**config.mk**
```make
export PLATFORM = sky130hd
export DESIGN_NAME = mem_access_unit
export DESIGN_NICKNAME = d
export VERILOG_FILES = /design/src/rtl/mem_access_unit.sv
export SDC_FILE = /design/constraint.sdc
export NUM_CORES = 1
export LEC_CHECK = 0
export CAP_MARGIN = 20
export CORE_MARGIN = 5
export CORE_UTILIZATION = 40
export CTS_CLUSTER_DIAMETER = 100
export DETAILED_ROUTE_END_ITERATION = 6
export PLACE_DENSITY = 0.75
export SLEW_MARGIN = 20
export SYNTH_ARGS = -nofsm -noshare
export SYNTH_HDL_FRONTEND = slang
export SYNTH_SLANG_ARGS = --single-unit
```
**constraint.sdc**
```tcl
create_clock -name clk -period 3.05 [get_ports clk]
set_input_delay 0.61 -clock clk [delete_from_list [all_inputs] [get_ports clk]]
set_output_delay 0.61 -clock clk [all_outputs]
set_load 0.05 [all_outputs]
```
**src/rtl/mem_access_unit.sv**
```systemverilog
// MEM-stage data-memory access unit: turns EX/MEM memory controls into one
// req/ack bus transaction, stalls the pipeline meanwhile, and extends load data.
module mem_access_unit #(
  parameter int ACK_TIMEOUT = 255,
  parameter int TMO_W       = 16
) (
  input  logic        clk,
  input  logic        reset,
  input  logic        mem_read,
  input  logic        mem_write,
  input  logic [1:0]  size_in,
  input  logic        load_unsigned,
  input  logic [31:0] address,
  input  logic [31:0] store_data,
  output logic        dmem_req,
  output logic        dmem_we,
  output logic [31:0] dmem_addr,
  output logic [3:0]  dmem_be,
  output logic [31:0] dmem_wdata,
  input  logic [31:0] dmem_rdata,
  input  logic        dmem_ack,
  output logic        stall,
  output logic [31:0] load_data,
  output logic        load_valid,
  output logic        misaligned,
  output logic        bus_error,
  output logic [1:0]  dbg_state
);

  // Bus handshake: dmem_req rises the cycle after an aligned access is seen and
  // stays high with stable we/addr/be/wdata until the cycle dmem_ack is high
  // (single-cycle strobe) or the timeout expires; acks outside REQ are ignored.
  typedef enum logic [1:0] {IDLE = 2'd0, REQ = 2'd1, DONE = 2'd2} state_t;

  localparam logic [TMO_W:0] TMO_LIMIT = (TMO_W+1)'(ACK_TIMEOUT);

  state_t       state_q, state_d;
  logic         access, aligned, is_byte, is_half;
  logic         start, ack_take, tmo;
  logic [3:0]   be_c;
  logic [31:0]  wdata_c;
  logic         we_q, load_q, uns_q;
  logic [29:0]  addr_q;
  logic [3:0]   be_q;
  logic [31:0]  wdata_q;
  logic [1:0]   size_q, lane_q;
  logic [TMO_W-1:0] cnt_q;
  logic [TMO_W:0]   cnt_inc;
  logic         tmo_hit;
  logic [7:0]   ld_byte;
  logic [15:0]  ld_half;
  logic [31:0]  ld_ext;

  assign access  = mem_read | mem_write;
  assign is_byte = (size_in == 2'b10);
  assign is_half = (size_in == 2'b01);
  assign aligned = is_byte | (is_half & ~address[0]) |
                   (~is_byte & ~is_half & (address[1:0] == 2'b00));

  always_comb begin
    be_c    = 4'b1111;
    wdata_c = store_data;
    if (is_byte) begin
      be_c    = 4'b0001 << address[1:0];
      wdata_c = {4{store_data[7:0]}};
    end else if (is_half) begin
      be_c    = 4'b0011 << address[1:0];
      wdata_c = {2{store_data[15:0]}};
    end
  end

  // An ack arriving in the timeout cycle still completes the access.
  assign cnt_inc = {1'b0, cnt_q} + {{TMO_W{1'b0}}, 1'b1};
  assign tmo_hit = (cnt_inc >= TMO_LIMIT);

  always_comb begin
    state_d  = state_q;
    stall    = 1'b0;
    start    = 1'b0;
    ack_take = 1'b0;
    tmo      = 1'b0;
    case (state_q)
      IDLE: begin
        if (access && aligned) begin
          stall   = 1'b1;
          start   = 1'b1;
          state_d = REQ;
        end
      end
      REQ: begin
        stall = 1'b1;
        if (dmem_ack) begin
          ack_take = 1'b1;
          state_d  = DONE;
        end else if (tmo_hit) begin
          tmo     = 1'b1;
          state_d = DONE;
        end
      end
      DONE:    state_d = IDLE;
      default: state_d = IDLE;
    endcase
  end

  always_comb begin
    case (lane_q)
      2'd0:    ld_byte = dmem_rdata[7:0];
      2'd1:    ld_byte = dmem_rdata[15:8];
      2'd2:    ld_byte = dmem_rdata[23:16];
      default: ld_byte = dmem_rdata[31:24];
    endcase
    ld_half = lane_q[1] ? dmem_rdata[31:16] : dmem_rdata[15:0];
    case (size_q)
      2'b10:   ld_ext = uns_q ? {24'b0, ld_byte} : {{24{ld_byte[7]}}, ld_byte};
      2'b01:   ld_ext = uns_q ? {16'b0, ld_half} : {{16{ld_half[15]}}, ld_half};
      default: ld_ext = dmem_rdata;
    endcase
  end

  always_ff @(posedge clk) begin
    if (reset) begin
      state_q    <= IDLE;
      cnt_q      <= '0;
      we_q       <= 1'b0;
      load_q     <= 1'b0;
      uns_q      <= 1'b0;
      addr_q     <= '0;
      be_q       <= '0;
      wdata_q    <= '0;
      size_q     <= '0;
      lane_q     <= '0;
      load_data  <= '0;
      load_valid <= 1'b0;
      misaligned <= 1'b0;
      bus_error  <= 1'b0;
    end else begin
      state_q    <= state_d;
      misaligned <= (state_q == IDLE) && access && !aligned;
      load_valid <= ack_take && load_q;
      bus_error  <= tmo;
      if (start) begin
        we_q    <= mem_write;
        load_q  <= mem_read & ~mem_write;
        uns_q   <= load_unsigned;
        addr_q  <= address[31:2];
        be_q    <= be_c;
        wdata_q <= wdata_c;
        size_q  <= size_in;
        lane_q  <= address[1:0];
        cnt_q   <= '0;
      end else if (state_q == REQ && cnt_q != {TMO_W{1'b1}}) begin
        cnt_q <= cnt_q + 1'b1;
      end
      if (ack_take && load_q) load_data <= ld_ext;
      else if (tmo)           load_data <= '0;
    end
  end

  assign dmem_req   = (state_q == REQ);
  assign dmem_we    = dmem_req & we_q;
  assign dmem_addr  = dmem_req ? {addr_q, 2'b00} : 32'h0;
  assign dmem_be    = dmem_req ? be_q : 4'h0;
  assign dmem_wdata = dmem_req ? wdata_q : 32'h0;
  assign dbg_state  = state_q;

endmodule

```
==> metrics.txt <==
crit share post-route=0.954; H-tree depth=4; setup violators final=0; Yosys top cell by area=sky130_fd_sc_hd__dfxtp_1; Initial Utilization=0.408; stages on the worst setup path=8; drt first pass iters=5; critical path required time=2.44 ns; timing-limited maximum frequency=~340 MHz; overall fraction of global-route tracks in use=0.204; Final Hold Fails=0; Total Negative Setup Slacks=0 ns; cell with the most instances after synthesis=sky130_fd_sc_hd__nand2_1; CTS tree=built; worst setup timing slack at the placement stage=about 0.023 ns; die area=roughly 20000 um^2; detailed-route DRC error count=0; launching point of the worst reg2reg path=size_q[0]; Syn. warnings=0; Worst Hold Class=reg2reg; most area-consuming cells after synthesis=sky130_fd_sc_hd__dfxtp_1 (37%), sky130_fd_sc_hd__nand2_1 (8.5%), sky130_fd_sc_hd__and2_1 (6.4%); share of the synthesized area in the top cell type=0.372; fillers=1536; # placed instances=1228; Final Skew=a little under 0.01 ns; DRC violation total after the first TritonRoute iteration=484; setup slack on the worst flop-to-flop path=0.45 ns; final critical path time including I/O delays and setup=between 2 and 3 ns; post-route cell area=9580 um^2; most prevalent standard cell on the critical path=sky130_fd_sc_hd__buf_4; via density per instance=5.37; RD Place Congestion=0.871; buffers plus inverters on the worst setup path=5; Max VDD drop=0.407 mV; proportion of synthesized flip-flops having asynchronous set or reset=0; Max-Slew Margin vs Limit=0.291; worst path setup slack after routing=0.142 ns; Worst Hold Depth=2; number of routed nets with antenna violations=0; share of cells above drive strength 1=0.160; Num Clock Sinks=around 130; Worst EP arrival=2.30 ns; category of the worst setup path capture point=output pin; synthesis-to-finish area growth=41.2%; Setup crit start=size_in[0]; buffer type at the clock tree root=sky130_fd_sc_hd__clkbuf_16; capture point of the worst reg-to-reg path=load_data[21]; Top-Level Pins=212; number of buffers on the longest clock path=2; total power consumption of the routed design=between 4 and 5 mW; pwr/cell area=517 nW/um^2; Detail Placement HPWL=14.8 mm; Max-cap violations=0; Remaining Overflow, GRT=0; Die X=~140 um; placed standard-cell area=8920 um^2; combined area of the multi-input logic cells=~3900 um^2; post-synthesis sequential area ratio=0.372; top cells by instance count after synthesis=sky130_fd_sc_hd__nand2_1 (154), sky130_fd_sc_hd__dfxtp_1 (126), sky130_fd_sc_hd__and2_1 (69); CTS Buf Count=17; top flip-flop cell by instance count after synthesis=sky130_fd_sc_hd__dfxtp_1; maximum number of pins on one net before global-route repair=slightly below 90; fraction of the core area covered by cells at the end of the flow=0.576; number of cells produced by synthesis=approximately 850; startpoint class of the critical path=primary input; clock slew at reported path FFs=0.06 ns; depth of the most critical reg-to-reg path=5; via count of the first global-routing pass=about 6300; leak pwr=3.65 nW; WHS=0.451 ns; number of buffers added for setup after CTS=0; Vias=between 6000 and 7000; antenna violations before repair=0; result of the run=finished clean; Slowest Stage Delay on Critical Path=0.47 ns; number of flops mapped to enable cells by yosys=0; post-synthesis instance area=between 6000 and 7000 um^2; die boundary height=around 140 um; cell breakdown of the critical path=clkdlybuf4s50_1 > inv_1 > ha_1 > a221oi_1 > buf_4 > buf_4 > o21ai_0 > buf_12; wire length per cell after detailed routing=~17 um; area of all sequential standard cells=between 2000 and 3000 um^2; post-synthesis cell type count=56; Gates resized, CTS repair=0; final net count=1142; terminating pin of the worst hold path=addr_q[26]; number of port buffers=between 200 and 250; crit path max-delay cell type=sky130_fd_sc_hd__clkdlybuf4s50_1; worst-skew pair later-pin latency=~0.42 ns; area inside the core boundary=approximately 17000 um^2; final WL=20.9 mm; family with the most delay on the worst path=buffers and inverters; Hold Startpoint=addr_q[26]; Rows=47; RSZ-0062 raised after global routing=no; non-filler cells in the finished layout=between 1000 and 1500; number of flip-flops and latches in the synthesized netlist=approximately 130; transition time of the tightest slew-check pin=1.06 ns; Crit Path Max Fanout=3; mean instance size in the synthesized netlist=approximately 8.0 um^2; Pins Over Slew Limit=0; CTS hold repair buffers=0; critical setup path kind=in2out; global-route wire length before repair=roughly 33 mm
-- per-layer routing --
layer  vias to the layer above  track usage  wire, um
li1                       3357            -         -
met1                      3180        0.259      8960
met2                       219        0.334     10100
met3                        27       0.0603      1570
met4                         0       0.0627       348
met5                         -            0         0
-- final cells by class --
cell class              count  area share
diodes                      1    0.000261
clock buffers              18      0.0459
clock inverters            14      0.0200
inverters                  23     0.00901
multi-input cells         622       0.403
flip-flops and latches    126       0.263
well taps                 220      0.0287
repair buffers            238       0.229
-- worst max-delay path by stage --
stage	endpoint	slack (ns)
3_5_place_dp	load_q	0.02
4_1_cts	stall	0.13
2_1_floorplan	dmem_wdata[22]	0.29
3_3_place_gp	load_q	0.003
6_report	stall	0.14
5_1_grt	stall	0.04
-- placed cells by master (no fill, tap or decap), drive strengths merged, types with 3 or more instances in the layout --
master         count
inv               24
o22ai             26
clkdlybuf4s50    139
and2              70
clkinv             5
mux2              21
a21oi             64
and3               4
xor2              10
nor2              45
o21ai             38
nand4              8
a221oi            17
nand4b            25
a22oi              9
bufinv             4
clkinvlp           4
a31oi              3
dfxtp            126
a211oi             3
nand2b            10
nor2b              9
mux2i              8
a221o              8
nor3               9
o21a               3
and4               4
ha                10
clkbuf            18
xnor2              9
a222oi             7
nand2            155
nand3              5
buf               99
a311oi            25
-- sequential cells by signal, indices dropped and copies added (netlist names), 2 cells and up --
register	count
dbg_state	2
wdata_q	32
addr_q	30
lane_q	2
load_data	32
cnt_q	16
size_q	2
be_q	4
-- power by group --
part	switching (mW)	total (mW)	internal, mW
Sequential	0.0633	1.82	1.75
Combinational	0.574	0.981	0.407
Clock	0.770	2.16	1.39
-- cell families (layout without fill, tap and decap cells) --
logic type	Yosys count	in the layout	share of synthesized area
other cells	1	3	0.000553
mux	30	30	0.0500
simple gates	350	350	0.264
flops	126	126	0.372
xor+xnor	19	19	0.0245
fa+ha+maj	10	10	0.0184
buf+inv	99	293	0.0605
compound gates	211	211	0.210
-- worst min-delay path: stages, from the launching register on --
cell                      delay [ns]
sky130_fd_sc_hd__dfxtp_1        0.30
sky130_fd_sc_hd__nand2_1        0.05
sky130_fd_sc_hd__a21oi_1        0.05
(Power assumes the default switching activity.)
